## src/rtl/serial_adder_pkg.sv

```systemverilog
// Shared types and helpers for the bit-serial adder.
package serial_adder_pkg;

  typedef enum logic [1:0] {
    IDLE  = 2'd0,
    SHIFT = 2'd1,
    DONE  = 2'd2
  } sa_state_t;

  // Bit-counter width for a given operand width, never narrower than one bit.
  function automatic int sa_count_width(input int width);
    int w;
    w = $clog2(width);
    return (w < 1) ? 1 : w;
  endfunction

endpackage

```

## src/rtl/serial_adder_cell.sv

```systemverilog
// Single-bit full-adder cell with generate/propagate outputs.
module FullAdder (
  input  logic A,
  input  logic B,
  input  logic Cin,
  output logic S,
  output logic Cout,
  output logic G,
  output logic P
);

  // Generate/propagate form of the ripple cell.
  always_comb begin
    G    = A & B;
    P    = A ^ B;
    S    = P ^ Cin;
    Cout = G | (P & Cin);
  end

endmodule

```

## src/rtl/serial_adder.sv

```systemverilog
// Bit-serial WIDTH-bit adder: one bit pair per clock, LSB first, through a
// single FullAdder cell with the carry held in a flop.
// Optional feature macro: SERIAL_ADDER_SUB_EN adds a 'sub' input selecting a-b.
module serial_adder
  import serial_adder_pkg::*;
#(
  parameter int WIDTH = 8
) (
  input  logic             clk,
  input  logic             reset_n,
  input  logic             start,
  input  logic [WIDTH-1:0] a,
  input  logic [WIDTH-1:0] b,
  input  logic             cin,
`ifdef SERIAL_ADDER_SUB_EN
  input  logic             sub,
`endif
  output logic             ready,
  output logic             busy,
  output logic             done,
  output logic [WIDTH-1:0] sum,
  output logic             cout,
  output logic             ovf
);

  localparam int CW = sa_count_width(WIDTH);
  localparam logic [CW-1:0] CNT_LAST   = CW'(WIDTH - 1);
  localparam logic [CW-1:0] CNT_PENULT = CW'(WIDTH - 2);

  sa_state_t        state_q, state_d;
  logic [WIDTH-1:0] a_sh_q, a_sh_d;
  logic [WIDTH-1:0] b_sh_q, b_sh_d;
  logic [WIDTH-1:0] acc_q, acc_d;
  logic [WIDTH-1:0] sum_q, sum_d;
  logic [CW-1:0]    count_q, count_d;
  logic             carry_q, carry_d;
  logic             cmsb_q, cmsb_d;
  logic             cout_q, cout_d;
  logic             ovf_q, ovf_d;
  logic             done_q, done_d;

  logic             cell_s;
  logic             cell_cout;
  logic [WIDTH-1:0] acc_next;

  FullAdder u_cell (
    .A    (a_sh_q[0]),
    .B    (b_sh_q[0]),
    .Cin  (carry_q),
    .S    (cell_s),
    .Cout (cell_cout),
    .G    (),
    .P    ()
  );

  // Next-state, shift datapath and result capture.
  always_comb begin
    state_d  = state_q;
    a_sh_d   = a_sh_q;
    b_sh_d   = b_sh_q;
    acc_d    = acc_q;
    sum_d    = sum_q;
    count_d  = count_q;
    carry_d  = carry_q;
    cmsb_d   = cmsb_q;
    cout_d   = cout_q;
    ovf_d    = ovf_q;
    done_d   = 1'b0;
    acc_next = {cell_s, acc_q[WIDTH-1:1]};

    case (state_q)
      IDLE, DONE: begin
        if (start) begin
          a_sh_d  = a;
`ifdef SERIAL_ADDER_SUB_EN
          b_sh_d  = sub ? ~b : b;
          carry_d = sub ? 1'b1 : cin;
`else
          b_sh_d  = b;
          carry_d = cin;
`endif
          acc_d   = '0;
          count_d = '0;
          cmsb_d  = 1'b0;
          state_d = SHIFT;
        end else begin
          state_d = IDLE;
        end
      end
      SHIFT: begin
        a_sh_d  = {1'b0, a_sh_q[WIDTH-1:1]};
        b_sh_d  = {1'b0, b_sh_q[WIDTH-1:1]};
        acc_d   = acc_next;
        carry_d = cell_cout;
        if (count_q == CNT_PENULT) begin
          cmsb_d = cell_cout;
        end
        if (count_q == CNT_LAST) begin
          sum_d   = acc_next;
          cout_d  = cell_cout;
          ovf_d   = cell_cout ^ cmsb_q;
          done_d  = 1'b1;
          state_d = DONE;
        end else begin
          count_d = count_q + 1'b1;
        end
      end
      default: state_d = IDLE;
    endcase
  end

  // State register; reset aborts any operation in flight.
  always_ff @(posedge clk or negedge reset_n) begin
    if (!reset_n) begin
      state_q <= IDLE;
      a_sh_q  <= '0;
      b_sh_q  <= '0;
      acc_q   <= '0;
      sum_q   <= '0;
      count_q <= '0;
      carry_q <= 1'b0;
      cmsb_q  <= 1'b0;
      cout_q  <= 1'b0;
      ovf_q   <= 1'b0;
      done_q  <= 1'b0;
    end else begin
      state_q <= state_d;
      a_sh_q  <= a_sh_d;
      b_sh_q  <= b_sh_d;
      acc_q   <= acc_d;
      sum_q   <= sum_d;
      count_q <= count_d;
      carry_q <= carry_d;
      cmsb_q  <= cmsb_d;
      cout_q  <= cout_d;
      ovf_q   <= ovf_d;
      done_q  <= done_d;
    end
  end

  // Handshake outputs decoded from the state register.
  always_comb begin
    ready = (state_q == IDLE) || (state_q == DONE);
    busy  = (state_q == SHIFT);
    done  = done_q;
    sum   = sum_q;
    cout  = cout_q;
    ovf   = ovf_q;
  end

endmodule
```

## config.mk

```make
export PLATFORM = sky130hd
export DESIGN_NAME = serial_adder
export DESIGN_NICKNAME = d
export VERILOG_FILES = /design/src/rtl/serial_adder_pkg.sv /design/src/rtl/serial_adder_cell.sv /design/src/rtl/serial_adder.sv
export SDC_FILE = /design/constraint.sdc
export NUM_CORES = 1
export LEC_CHECK = 0
export CORE_ASPECT_RATIO = 0.7
export CORE_MARGIN = 2
export CORE_UTILIZATION = 51
export DETAILED_ROUTE_END_ITERATION = 6
export PLACE_DENSITY = 0.82
export SLEW_MARGIN = 20
export SYNTH_ARGS = -nofsm -noshare
export SYNTH_HDL_FRONTEND = slang
export SYNTH_HIERARCHICAL = 1
export SYNTH_SLANG_ARGS = --single-unit
export TNS_END_PERCENT = 100
```

## constraint.sdc

```tcl
create_clock -name clk -period 2.2 [get_ports clk]
set_clock_uncertainty 0.15 [all_clocks]
set_input_delay 0.22 -clock clk [delete_from_list [all_inputs] [get_ports clk]]
set_output_delay 0.22 -clock clk [all_outputs]
set_load 0.005 [all_outputs]
```

==> impl_results.md <==
- # Post-CTS Setup Buffers: 0
- Num ports: 33
- Core Util, Final: 0.679
- Core area: between 0.003 and 0.004 mm²
- GRT Total Usage: 0.198
- Overflow after GRT: 0
- Max H-tree Level: 2
- Final Slew Violations: 0
- Crit path launch type: flip-flop
- Required @ worst endpoint: around 1800 ps
- Num CTS Buffers: 5
- Max Clock Freq: 508 MHz
- Crit path max fanout: 11
- Switching Share: 0.356
- # hold bufs at CTS: 1
- Pin count of the biggest net entering global routing: 42
- Met3 Usage GRT: 0.0637
- Die H: 53.5 µm
- RD Place Congestion: 0.769
- Synthesized area: around 0.0018 mm²
- Layout Nets: 215
- Clock Tree Buf Depth: 2
- GRT met2 Usage: 0.282
- Syn Inst Count: between 150 and 200
- Via Count: 1260
- CTS resizes: 0
- Fillers: 235
- Clock Sinks: a little over 40
- Outcome: finished clean
- Switch Pwr: 1.09 mW
- Initial Util: 0.549
- Routed WL per cell: between 10 and 15 µm
- Syn. warnings: 6
- Vias in the first global route: between 1000 and 1500
- Layout cells sized above 1: 0.151
- Overall power: 3.07 mW
- Skew-Pair Late Insertion Delay: 290 ps
- First-pass GRT wire length: 5710 µm
- Setup TNS Final: 0 ps
- Reg clk slew, reported paths: 80 ps
- Final setup violation count: 0
- DR iter-0 viols: between 90 and 100
- Die area: 0.00400 mm²
- Multi-input gate area: approximately 670 µm²
- Power Density: approximately 1400 mW/mm²
- Leak Pwr: 1.03 nW
- Total wire length: 3480 µm
- Clk network pwr share: 0.152
- GRT Max-Usage Layer: met2
- CTS root buf: clkbuf_8
- Crit path DAT: 1600 ps
- Post-synthesis net count: 182
- Width of the die: approximately 75 µm
- Hold WC Path Type: input port to flip-flop
- Combinational power share: 0.416
- Part of the power in registers: 0.433
- Register Area: approximately 0.0010 mm²
- Worst-margin pin slew: 896 ps
- Area growth syn-to-layout: 23.5%
- DP Cell Count: 230
- WS Path Type: flip-flop to output port
- DRT antenna net count: 0
- Max-cap violations: 0
- Post-DR vias/cell: 5.27
- Drt first pass iters: 5
- Port bufs: 32
- Antenna cells: 0
- RSZ-0062 raised after global routing: no
- Mapped Avg Cell Area: 11.3 µm²
- Std cell rows: 17
- DP HPWL: 2340 µm
- Slew HR: 0.403
- M1 GR Usage: 0.271
- # DRC: 0
- Final Hold Viols: 0
- Type of element capturing the critical path: output port
- Non-Filler Instances: 239
- CTS tree: yes
- Initial antenna violation count: 0
- Fin crit period: approximately 2000 ps
- Crit share post-route: 0.895
- Internal power: around 2.0 mW
- VDD IR-drop max: just over 0.8 mV
area by class of cell:
| class | instances | share of cell area |
|---|---|---|
| Clock buffer | 6 | 0.0329 |
| Clock inverter | 2 | 0.00453 |
| Inverter | 6 | 0.0102 |
| Multi-Input combinational cell | 101 | 0.304 |
| Sequential cell | 41 | 0.465 |
| Tap cell | 47 | 0.0266 |
| Timing Repair Buffer | 36 | 0.158 |
registers in the layout, indices dropped and copies added (netlist names):
name	flops
cmsb_q	1
carry_q	1
acc_q	7
cout	1
sum	8
count_q	3
done	1
ovf	1
state_q	2
b_sh_q	8
a_sh_q	8
routing by layer:
| metal | vias up | routed length (µm) |
|---|---|---|
| met2 | 33 | 1510 |
| met3 | 8 | 210 |
| met1 | 618 | 1680 |
| met4 | 0 | 74 |
| met5 | - | 0 |
| li1 | 601 | - |
power by group through the flow:
stage               Combinational [mW]  Sequential, mW  Clock (mW)
finish                            1.27            1.33       0.466
global route                      1.43            1.38       0.501
CTS                               1.29            1.33       0.474
detailed placement                1.27            1.34           0
global placement                  1.22            1.31           0
floorplan                        0.912            1.28           0
critical path, stage by stage (launching register included):
cell             delay (ps)
dfrtp_1                 390
nand2b_1                170
inv_2                   200
clkdlybuf4s50_1         550
layout by cell type, fill, tap and decap left out, drive strengths merged:
| cell type | instances |
|---|---|
| nand3 | 4 |
| nand2b | 2 |
| nand4 | 1 |
| a22o | 9 |
| clkdlybuf4s50 | 31 |
| a31oi | 14 |
| or3b | 1 |
| nand2 | 33 |
| nand3b | 1 |
| clkinv | 2 |
| inv | 6 |
| xnor2 | 1 |
| nor2b | 1 |
| dlygate4sd3 | 1 |
| ha | 3 |
| clkbuf | 6 |
| a22oi | 1 |
| dfrtp | 41 |
| o21ai | 4 |
| fa | 1 |
| buf | 4 |
| nor2 | 15 |
| mux2 | 9 |
| o211ai | 1 |
path summary, 6_finish.rpt:
check | from | cells after the start | slack (ps) | endpoint
setup / recovery | state_q[1] | 3 | 230 | busy
hold / removal | a[3] | 3 | 340 | a_sh_q[3]
setup reg to reg | count_q[0] | 5 | 360 | count_q[1]
hold reg to reg | acc_q[1] | 1 | 350 | acc_q[1]
max in group asynchronous | reset_n | 2 | 880 | cmsb_q
min in group asynchronous | reset_n | 2 | 460 | sum[1]
through the flow:
stage | hold WS [ps] | setup slack (ps) | area [µm²]
floorplan | -226 | 523 | 1790
global placement | 214 | 436 | 2120
detailed placement | 235 | 368 | 2120
CTS | 332 | 235 | 2210
global route | 339 | 149 | 2210
finish | 335 | 232 | 2210
Note: power is estimated with default switching activity, not from simulation.
